$ cat src/rtl/mem_pkg.sv
// mem_pkg: shared definitions for the MEM-stage load/store engine.
//   - access size encodings (MEM_B / MEM_H / MEM_W; 2'b11 behaves as word)
//   - fault cause codes reported on fault_cause
//   - FSM state enum of mem_access_unit
//   - is_misaligned(): alignment rule shared by the control path
package mem_pkg;

    localparam logic [1:0] MEM_B = 2'b00;
    localparam logic [1:0] MEM_H = 2'b01;
    localparam logic [1:0] MEM_W = 2'b10;

    localparam logic [1:0] CAUSE_NONE    = 2'b00;
    localparam logic [1:0] CAUSE_LD_MIS  = 2'b01;
    localparam logic [1:0] CAUSE_ST_MIS  = 2'b10;
    localparam logic [1:0] CAUSE_BUS_ERR = 2'b11;

    typedef enum logic [1:0] {
        ST_IDLE = 2'd0,
        ST_REQ  = 2'd1,
        ST_RSP  = 2'd2,
        ST_DONE = 2'd3
    } mem_state_e;

    // size[1] set means word (the reserved 2'b11 encoding is a word too).
    function automatic logic is_misaligned(input logic [1:0] size,
                                           input logic [1:0] addr_lo);
        logic mis;
        if (size[1]) begin
            mis = (addr_lo != 2'b00);
        end else if (size == MEM_H) begin
            mis = addr_lo[0];
        end else begin
            mis = 1'b0;
        end
        return mis;
    endfunction

endpackage

$ cat src/rtl/mem_lane_align.sv
// mem_lane_align: combinational byte-lane formatting for a 32-bit data bus.
//   load_dir=0 (store): data_in is LSB-justified store data; data_out is the
//                       value replicated into every lane, strb_out the byte
//                       strobes for the addressed lanes.
//   load_dir=1 (load):  data_in is the raw bus word; data_out is the addressed
//                       byte/half shifted down and sign/zero-extended
//                       (word passes through), strb_out is 0.
// Ports:
//   load_dir     in   direction select
//   size         in   access size (mem_pkg encodings)
//   addr_lo      in   byte offset within the word
//   is_unsigned  in   zero-extend loads
//   data_in      in   32-bit input data
//   data_out     out  32-bit formatted data
//   strb_out     out  4-bit byte strobes
module mem_lane_align
    import mem_pkg::*;
(
    input  logic        load_dir,
    input  logic [1:0]  size,
    input  logic [1:0]  addr_lo,
    input  logic        is_unsigned,
    input  logic [31:0] data_in,
    output logic [31:0] data_out,
    output logic [3:0]  strb_out
);

    logic [31:0] shifted;
    logic        ext_b;
    logic        ext_h;

    always_comb begin
        shifted  = data_in >> {addr_lo, 3'b000};
        ext_b    = shifted[7] & ~is_unsigned;
        ext_h    = shifted[15] & ~is_unsigned;
        data_out = '0;
        strb_out = '0;
        if (load_dir) begin
            if (size[1]) begin
                data_out = data_in;
            end else if (size == MEM_H) begin
                data_out = {{16{ext_h}}, shifted[15:0]};
            end else begin
                data_out = {{24{ext_b}}, shifted[7:0]};
            end
        end else begin
            // Replicating the data lets the memory pick any lane by strobe.
            if (size[1]) begin
                data_out = data_in;
                strb_out = 4'b1111;
            end else if (size == MEM_H) begin
                data_out = {2{data_in[15:0]}};
                strb_out = 4'b0011 << addr_lo;
            end else begin
                data_out = {4{data_in[7:0]}};
                strb_out = 4'b0001 << addr_lo;
            end
        end
    end

endmodule

$ cat src/rtl/mem_access_unit.sv
// mem_access_unit: MEM-stage load/store engine.
// Turns the EX/MEM load/store request into one valid/ready bus transaction,
// formats store data/strobes, aligns and extends load data, stalls the
// pipeline up to MEM for the duration of the access and reports faults.
// Ports:
//   clk, rst                      clock, synchronous active-high reset
//   in_valid/in_mem_ren/in_mem_wen live instruction, load, store (store wins)
//   in_addr, in_wdata, in_size, in_unsigned  access description
//   flush                         kill the current MEM instruction
//   wb_stall                      MEM/WB register cannot take a result
//   dbus_req_*                    bus request channel (valid/ready)
//   dbus_rsp_*                    bus response beat (valid only, no ready)
//   out_rdata, out_done           extended load data, access complete
//   mem_stall                     freeze PC through EX/MEM
//   fault, fault_cause            fault flag/cause, qualified by out_done
//   dbg_state                     current FSM state (mem_state_e encoding)
//
// Handshake: a request transfers on a cycle where dbus_req_valid and
// dbus_req_ready are both high. Once valid rises, valid and every request
// field stay constant until that transfer. Responses have no back-pressure;
// dbus_rsp_valid is only looked at while waiting for a response.
module mem_access_unit
    import mem_pkg::*;
#(
    parameter int ADDR_W = 32,
    parameter int DATA_W = 32
) (
    input  logic                clk,
    input  logic                rst,
    input  logic                in_valid,
    input  logic                in_mem_ren,
    input  logic                in_mem_wen,
    input  logic [ADDR_W-1:0]   in_addr,
    input  logic [DATA_W-1:0]   in_wdata,
    input  logic [1:0]          in_size,
    input  logic                in_unsigned,
    input  logic                flush,
    input  logic                wb_stall,
    output logic                dbus_req_valid,
    input  logic                dbus_req_ready,
    output logic [ADDR_W-1:0]   dbus_req_addr,
    output logic                dbus_req_wen,
    output logic [DATA_W-1:0]   dbus_req_wdata,
    output logic [DATA_W/8-1:0] dbus_req_wstrb,
    input  logic                dbus_rsp_valid,
    input  logic [DATA_W-1:0]   dbus_rsp_rdata,
    input  logic                dbus_rsp_err,
    output logic [DATA_W-1:0]   out_rdata,
    output logic                out_done,
    output logic                mem_stall,
    output logic                fault,
    output logic [1:0]          fault_cause,
    output logic [1:0]          dbg_state
);

    mem_state_e          state_q,     state_d;
    logic                kill_q,      kill_d;
    logic                req_valid_q, req_valid_d;
    logic [ADDR_W-1:0]   req_addr_q,  req_addr_d;
    logic                req_wen_q,   req_wen_d;
    logic [DATA_W-1:0]   req_wdata_q, req_wdata_d;
    logic [DATA_W/8-1:0] req_wstrb_q, req_wstrb_d;
    logic [1:0]          size_q,      size_d;
    logic [1:0]          addr_lo_q,   addr_lo_d;
    logic                uns_q,       uns_d;
    logic [DATA_W-1:0]   rdata_q,     rdata_d;
    logic                done_q,      done_d;
    logic                fault_q,     fault_d;
    logic [1:0]          cause_q,     cause_d;

    logic                start;
    logic                misaligned;
    logic [31:0]         st_wdata;
    logic [3:0]          st_wstrb;
    logic [31:0]         ld_data;
    logic [3:0]          ld_strb_unused;

    // Store side works on the live EX/MEM inputs so the formatted copy can
    // be captured on the IDLE -> REQ edge.
    mem_lane_align u_st_align (
        .load_dir    (1'b0),
        .size        (in_size),
        .addr_lo     (in_addr[1:0]),
        .is_unsigned (in_unsigned),
        .data_in     (in_wdata),
        .data_out    (st_wdata),
        .strb_out    (st_wstrb)
    );

    // Load side works on the registered copies, since EX/MEM inputs are
    // only trusted at start.
    mem_lane_align u_ld_align (
        .load_dir    (1'b1),
        .size        (size_q),
        .addr_lo     (addr_lo_q),
        .is_unsigned (uns_q),
        .data_in     (dbus_rsp_rdata),
        .data_out    (ld_data),
        .strb_out    (ld_strb_unused)
    );

    assign start      = in_valid & (in_mem_ren | in_mem_wen) & ~flush;
    assign misaligned = is_misaligned(in_size, in_addr[1:0]);

    always_comb begin
        state_d     = state_q;
        kill_d      = kill_q;
        req_valid_d = req_valid_q;
        req_addr_d  = req_addr_q;
        req_wen_d   = req_wen_q;
        req_wdata_d = req_wdata_q;
        req_wstrb_d = req_wstrb_q;
        size_d      = size_q;
        addr_lo_d   = addr_lo_q;
        uns_d       = uns_q;
        rdata_d     = rdata_q;
        done_d      = done_q;
        fault_d     = fault_q;
        cause_d     = cause_q;

        case (state_q)
            ST_IDLE: begin
                if (start) begin
                    if (misaligned) begin
                        // Fault straight away; the bus never sees the access.
                        state_d = ST_DONE;
                        done_d  = 1'b1;
                        fault_d = 1'b1;
                        cause_d = in_mem_wen ? CAUSE_ST_MIS : CAUSE_LD_MIS;
                        rdata_d = '0;
                    end else begin
                        state_d     = ST_REQ;
                        kill_d      = 1'b0;
                        req_valid_d = 1'b1;
                        req_addr_d  = {in_addr[ADDR_W-1:2], 2'b00};
                        req_wen_d   = in_mem_wen;
                        req_wdata_d = in_mem_wen ? st_wdata : '0;
                        req_wstrb_d = in_mem_wen ? st_wstrb : '0;
                        size_d      = in_size;
                        addr_lo_d   = in_addr[1:0];
                        uns_d       = in_unsigned;
                    end
                end
            end

            ST_REQ: begin
                // A flush cannot retract the request; remember it instead.
                if (flush) begin
                    kill_d = 1'b1;
                end
                if (dbus_req_ready) begin
                    req_valid_d = 1'b0;
                    state_d     = ST_RSP;
                end
            end

            ST_RSP: begin
                if (flush) begin
                    kill_d = 1'b1;
                end
                if (dbus_rsp_valid) begin
                    if (kill_q | flush) begin
                        // Response is consumed and dropped.
                        state_d = ST_IDLE;
                        kill_d  = 1'b0;
                        done_d  = 1'b0;
                        fault_d = 1'b0;
                        cause_d = CAUSE_NONE;
                        rdata_d = '0;
                    end else begin
                        state_d = ST_DONE;
                        done_d  = 1'b1;
                        if (dbus_rsp_err) begin
                            fault_d = 1'b1;
                            cause_d = CAUSE_BUS_ERR;
                            rdata_d = '0;
                        end else begin
                            fault_d = 1'b0;
                            cause_d = CAUSE_NONE;
                            rdata_d = req_wen_q ? '0 : ld_data;
                        end
                    end
                end
            end

            ST_DONE: begin
                if (flush || !wb_stall) begin
                    state_d = ST_IDLE;
                    done_d  = 1'b0;
                    fault_d = 1'b0;
                    cause_d = CAUSE_NONE;
                    rdata_d = '0;
                end
            end

            default: begin
                state_d = ST_IDLE;
            end
        endcase
    end

    always_ff @(posedge clk) begin
        if (rst) begin
            state_q     <= ST_IDLE;
            kill_q      <= 1'b0;
            req_valid_q <= 1'b0;
            req_addr_q  <= '0;
            req_wen_q   <= 1'b0;
            req_wdata_q <= '0;
            req_wstrb_q <= '0;
            size_q      <= MEM_B;
            addr_lo_q   <= 2'b00;
            uns_q       <= 1'b0;
            rdata_q     <= '0;
            done_q      <= 1'b0;
            fault_q     <= 1'b0;
            cause_q     <= CAUSE_NONE;
        end else begin
            state_q     <= state_d;
            kill_q      <= kill_d;
            req_valid_q <= req_valid_d;
            req_addr_q  <= req_addr_d;
            req_wen_q   <= req_wen_d;
            req_wdata_q <= req_wdata_d;
            req_wstrb_q <= req_wstrb_d;
            size_q      <= size_d;
            addr_lo_q   <= addr_lo_d;
            uns_q       <= uns_d;
            rdata_q     <= rdata_d;
            done_q      <= done_d;
            fault_q     <= fault_d;
            cause_q     <= cause_d;
        end
    end

    assign dbus_req_valid = req_valid_q;
    assign dbus_req_addr  = req_addr_q;
    assign dbus_req_wen   = req_wen_q;
    assign dbus_req_wdata = req_wdata_q;
    assign dbus_req_wstrb = req_wstrb_q;

    assign out_rdata   = rdata_q;
    // A flush in DONE kills the instruction, so its completion is hidden.
    assign out_done    = done_q & ~flush;
    assign fault       = fault_q;
    assign fault_cause = cause_q;

    // Released in DONE so EX/MEM advances on the DONE exit edge.
    assign mem_stall = ((state_q == ST_IDLE) & start)
                     | (state_q == ST_REQ)
                     | (state_q == ST_RSP);

    assign dbg_state = state_q;

endmodule

$ cat config.mk
export PLATFORM = sky130hd
export DESIGN_NAME = mem_access_unit
export DESIGN_NICKNAME = d
export VERILOG_FILES = /design/src/rtl/mem_pkg.sv /design/src/rtl/mem_lane_align.sv /design/src/rtl/mem_access_unit.sv
export SDC_FILE = /design/constraint.sdc
export NUM_CORES = 1
export LEC_CHECK = 0
export CAP_MARGIN = 40
export CORE_MARGIN = 2
export CORE_UTILIZATION = 47
export DETAILED_ROUTE_END_ITERATION = 7
export GPL_TIMING_DRIVEN = 1
export PLACE_DENSITY = 0.84
export SETUP_SLACK_MARGIN = 0.05
export SKIP_CTS_REPAIR_TIMING = 1
export SLEW_MARGIN = 10
export SYNTH_ARGS = -nofsm -noshare
export SYNTH_HDL_FRONTEND = slang
export SYNTH_SLANG_ARGS = --single-unit
$ cat constraint.sdc
create_clock -name clk -period 4.6 [get_ports clk]
set_clock_uncertainty 0.2 [all_clocks]
set_input_delay 0.92 -clock clk [delete_from_list [all_inputs] [get_ports clk]]
set_output_delay 0.92 -clock clk [all_outputs]
set_load 0.02 [all_outputs]
==> flow_summary.rst <==
.. list-table::
   :header-rows: 1

   * - Metric
     - Value
   * - Synth Warn #
     - 0
   * - Overall track demand over capacity in global routing
     - 0.2769
   * - CP max stage delay
     - 0.61 ns
   * - Top FF cell, synth
     - sky130_fd_sc_hd__dfxtp_1
   * - Mean number of vias per cell
     - 5.632
   * - Nets
     - 935
   * - Most Used Layer, Global Route
     - met2
   * - First-pass GRT wire length
     - 27.86 mm
   * - Max_cap viols
     - 0
   * - Clock-pin slew on the worst setup and hold paths
     - 0.07 ns
   * - Cells after Synth
     - 638
   * - Number of endpoints with negative hold slack in the final report
     - 0
   * - Transition time at the pin with the least slew margin
     - 0.8339 ns
   * - Unrepaired setup endpoints after global routing
     - no
   * - Number of detailed-route iterations in the first pass
     - 5
   * - Level count of the clock H-tree
     - 3
   * - Avg WL per Cell
     - 17.70 um
   * - Headroom to the max-slew limit
     - 0.4433
   * - Final instance area
     - 7831 sq um
   * - Residual DRC count
     - 0
   * - Number of enable flip-flop cells after synthesis
     - 0
   * - Routed vias
     - 5435
   * - Number of antenna violations at the first check in global routing
     - 1
   * - Seq cells post-synth
     - 112
   * - Largest family of logic cells by synthesized area
     - compound AO/OA/AOI/OAI gates
   * - Tightest Hold Check Type
     - reg -> reg
   * - Mapped Area
     - 5326 sq um
   * - Placed instance area
     - 7526 sq um
   * - Area share of fa/ha/maj cells after synthesis
     - 0.01409
   * - Horizontal die dimension
     - 110.5 um
   * - Grt met1 use
     - 0.3014
   * - Critical Path RT
     - 3.48 ns
   * - Core occupancy in the finished layout
     - 0.7161
   * - Cell at the root of the clock tree
     - sky130_fd_sc_hd__clkbuf_16
   * - Master of the slowest instance on the critical path
     - sky130_fd_sc_hd__clkdlybuf4s50_1
   * - Final number of max-transition violations
     - 0
   * - Post-synthesis compound-gate area fraction
     - 0.2380
   * - Final global-route overflow total
     - 0
   * - Crit Path Class
     - in -> out
   * - Clock Path Buffers
     - 2
   * - Share of cell area taken by muxes after synthesis
     - 0.04534
   * - Violation count after the first detailed-route iteration
     - 347
   * - I/O pin count
     - 218
   * - Crit path max fanout
     - 6
   * - Die Span Y
     - 110.5 um
   * - Xor and xnor area share after synthesis
     - 0.001644
   * - Simple logic cell fraction of the synthesized area
     - 0.2255
   * - Cell-by-cell listing of the critical path
     - clkdlybuf4s50_1, nand2b_4, nor3b_1, or3_1, clkdlybuf4s50_1
   * - Peak Freq
     - 250.0 MHz
   * - Crit path arrival time
     - 2.88 ns
   * - Full die area
     - 12200 sq um
   * - Final weighted congestion in routability-driven placement
     - 0.9013
   * - Startpoint types
     - input pin
   * - Global Route met3 Usage
     - 0.1136
   * - Minimum period implied by the final worst setup slack
     - 3.999 ns
   * - Result of the run
     - completed
   * - Number of I/O port buffers
     - 215
   * - Floorplan core area
     - 10940 sq um
   * - Count of endpoints failing setup in the final report
     - 0
   * - Setup TNS
     - 0 ns
   * - Proportion of register bits with asynchronous set or reset after synthesis
     - 0
   * - Number of antenna diodes
     - 0
   * - Library cell appearing most often on the critical path
     - sky130_fd_sc_hd__clkdlybuf4s50_1
   * - Worst Path Buf+Inv
     - 2
   * - Period utilisation layout
     - 0.8694
   * - Share of cells above drive strength 1
     - 0.08121
   * - Leakage power of the design
     - 2.744 nW
   * - Areal power density over the cells
     - 346.7 nW/um^2
   * - Initial Utilization
     - 0.4871
   * - Std cell rows
     - 38
   * - HPWL Detailed
     - 12.51 mm
   * - Count of placed standard cells including taps
     - 949
   * - Number of sinks on the clock net
     - 112
   * - Number of cells in the finished layout apart from fillers
     - 965
   * - Routed wire length
     - 17.08 mm
   * - Worst skew pair latency
     - 0.35 ns
   * - Layout-stage area growth over the synthesis result
     - 47.03%
   * - Met2 Usage GRT
     - 0.4847
   * - Clock tree from TritonCTS
     - built
   * - Cell class contributing the biggest share of worst-path delay
     - buffers and inverters
   * - Pin count of the biggest net entering global routing
     - 73
   * - Worst-case vdd ir drop
     - 224.5 uV
   * - Proportion of synthesized chip area in sequential cells
     - 0.4210
   * - CTS Buf Count
     - 9
   * - Vias in the first global route
     - 5491
   * - Worst setup EP type
     - output pin
   * - Detail Route Antenna Nets
     - 0
   * - Average cell area after synthesis
     - 8.349 sq um
   * - Synth unique cells
     - 53
   * - Total power of the final layout
     - 2.715 mW
## logic make-up (layout without fill, tap and decap cells)
logic type,count (synthesis),in the layout
mux,22,22
compound gates,185,185
simple gates,245,245
buf+inv,66,252
xor+xnor,1,1
fa+ha+maj,6,6
flops,112,112
other cells,1,2
## per-layer routing
layer / vias to the layer above / wire, um / part of all wire
met3: 34 / 1798 / 0.11
met2: 252 / 8356 / 0.49
met5: - / 11 / 0.00064
met1: 2548 / 6532 / 0.38
met4: 2 / 380 / 0.022
li1: 2599 / - / -
## final cells by class
class / count / area, sq um
clock buffer: 10 / 239.0
clock inverter: 6 / 66.31
tap: 140 / 175.2
timing repair buffer: 222 / 2242
multi-input combinational: 461 / 2814
fill: 890 / 3104
sequential: 112 / 2242
inverter: 14 / 52.55
## cell usage after synthesis (5+ instances only)
master,n,area (sq um)
sky130_fd_sc_hd__o21ai_0,9,45.04
sky130_fd_sc_hd__a21oi_1,82,410.4
sky130_fd_sc_hd__a22oi_1,13,97.59
sky130_fd_sc_hd__dfxtp_1,112,2242
sky130_fd_sc_hd__nor2_1,53,198.9
sky130_fd_sc_hd__inv_1,12,45.04
sky130_fd_sc_hd__buf_2,10,50.05
sky130_fd_sc_hd__ha_1,6,75.07
sky130_fd_sc_hd__o31ai_1,14,105.1
sky130_fd_sc_hd__o22ai_1,9,56.30
sky130_fd_sc_hd__a211oi_1,5,37.54
sky130_fd_sc_hd__nor3_1,11,55.05
sky130_fd_sc_hd__clkbuf_1,36,135.1
sky130_fd_sc_hd__o31ai_2,11,137.6
sky130_fd_sc_hd__nand3_1,17,85.08
sky130_fd_sc_hd__nand2_1,102,382.9
sky130_fd_sc_hd__a31oi_1,7,43.79
sky130_fd_sc_hd__mux2_2,17,191.4
sky130_fd_sc_hd__nor2b_1,21,131.4
sky130_fd_sc_hd__a2bb2oi_1,22,192.7
sky130_fd_sc_hd__mux2i_1,5,50.05
sky130_fd_sc_hd__nand3b_1,25,187.7
## worst reg2reg max path, stage by stage, from the launching register on
cell and delay [ns]:
sky130_fd_sc_hd__dfxtp_1 0.38, sky130_fd_sc_hd__inv_1 0.16, sky130_fd_sc_hd__ha_1 0.33, sky130_fd_sc_hd__nor3b_1 0.45, sky130_fd_sc_hd__nand3_2 0.60, sky130_fd_sc_hd__buf_12 0.42, sky130_fd_sc_hd__a2bb2oi_1 0.20, sky130_fd_sc_hd__nor2_1 0.05
## flip-flops by register name, indices dropped and copies added (netlist names), 2 cells and up
name and count:
out_rdata 32, fault_cause 2, addr_lo_q 2, dbus_req_wdata 32, dbus_req_wstrb 4, size_q 2, dbg_state 2, dbus_req_addr 30
## placed cells by master (no fill, tap or decap), types with 2 or more instances in the layout
cell type	n
sky130_fd_sc_hd__nand2b_1	2
sky130_fd_sc_hd__a31oi_1	7
sky130_fd_sc_hd__mux2_2	17
sky130_fd_sc_hd__clkdlybuf4s50_1	214
sky130_fd_sc_hd__nor2b_1	20
sky130_fd_sc_hd__dfxtp_1	112
sky130_fd_sc_hd__ha_1	6
sky130_fd_sc_hd__a2bb2oi_1	22
sky130_fd_sc_hd__clkinv_2	2
sky130_fd_sc_hd__nand2_1	102
sky130_fd_sc_hd__inv_6	2
sky130_fd_sc_hd__nand3_1	16
sky130_fd_sc_hd__conb_1	2
sky130_fd_sc_hd__a211oi_1	5
sky130_fd_sc_hd__inv_1	12
sky130_fd_sc_hd__nor4_4	2
sky130_fd_sc_hd__clkbuf_16	9
sky130_fd_sc_hd__a22oi_1	13
sky130_fd_sc_hd__or3_1	3
sky130_fd_sc_hd__o31ai_1	14
sky130_fd_sc_hd__buf_4	5
sky130_fd_sc_hd__o21ai_0	9
sky130_fd_sc_hd__nor2_1	53
sky130_fd_sc_hd__o31ai_2	11
sky130_fd_sc_hd__mux2i_1	5
sky130_fd_sc_hd__o211ai_1	2
sky130_fd_sc_hd__o22ai_1	9
sky130_fd_sc_hd__nor3_1	11
sky130_fd_sc_hd__nand3b_1	25
sky130_fd_sc_hd__a21oi_1	82
## stage by stage
| stage | setup WS (ns) | hold WS (ns) |
|---|---|---|
| final | 0.6006 | 0.2555 |
| after global routing | 0.5103 | 0.2710 |
| after CTS | 0.5992 | 0.2567 |
| after detailed placement | 0.6348 | 0.2452 |
| after global placement | 0.7009 | 0.2395 |
| after floorplan | 1.924 | 0.2498 |
## final timing paths
kind | from | end | slack (ns) | depth (start not counted)
worst min register to register | dbus_req_wdata[20] | dbus_req_wdata[20] | 0.26 | 2
worst min-delay path | dbus_req_wdata[20] | dbus_req_wdata[20] | 0.26 | 2
worst max-delay path | flush | mem_stall | 0.60 | 5
worst max register to register | dbg_state[0] | dbus_req_wdata[31] | 1.70 | 7
## power by group
part / switching [mW] / internal, mW
Combinational: 0.464 / 0.369
Sequential: 0.0483 / 1.02
Clock: 0.369 / 0.441
Total: 0.881 / 1.83
No activity file was read; power rests on OpenSTA's default activity.
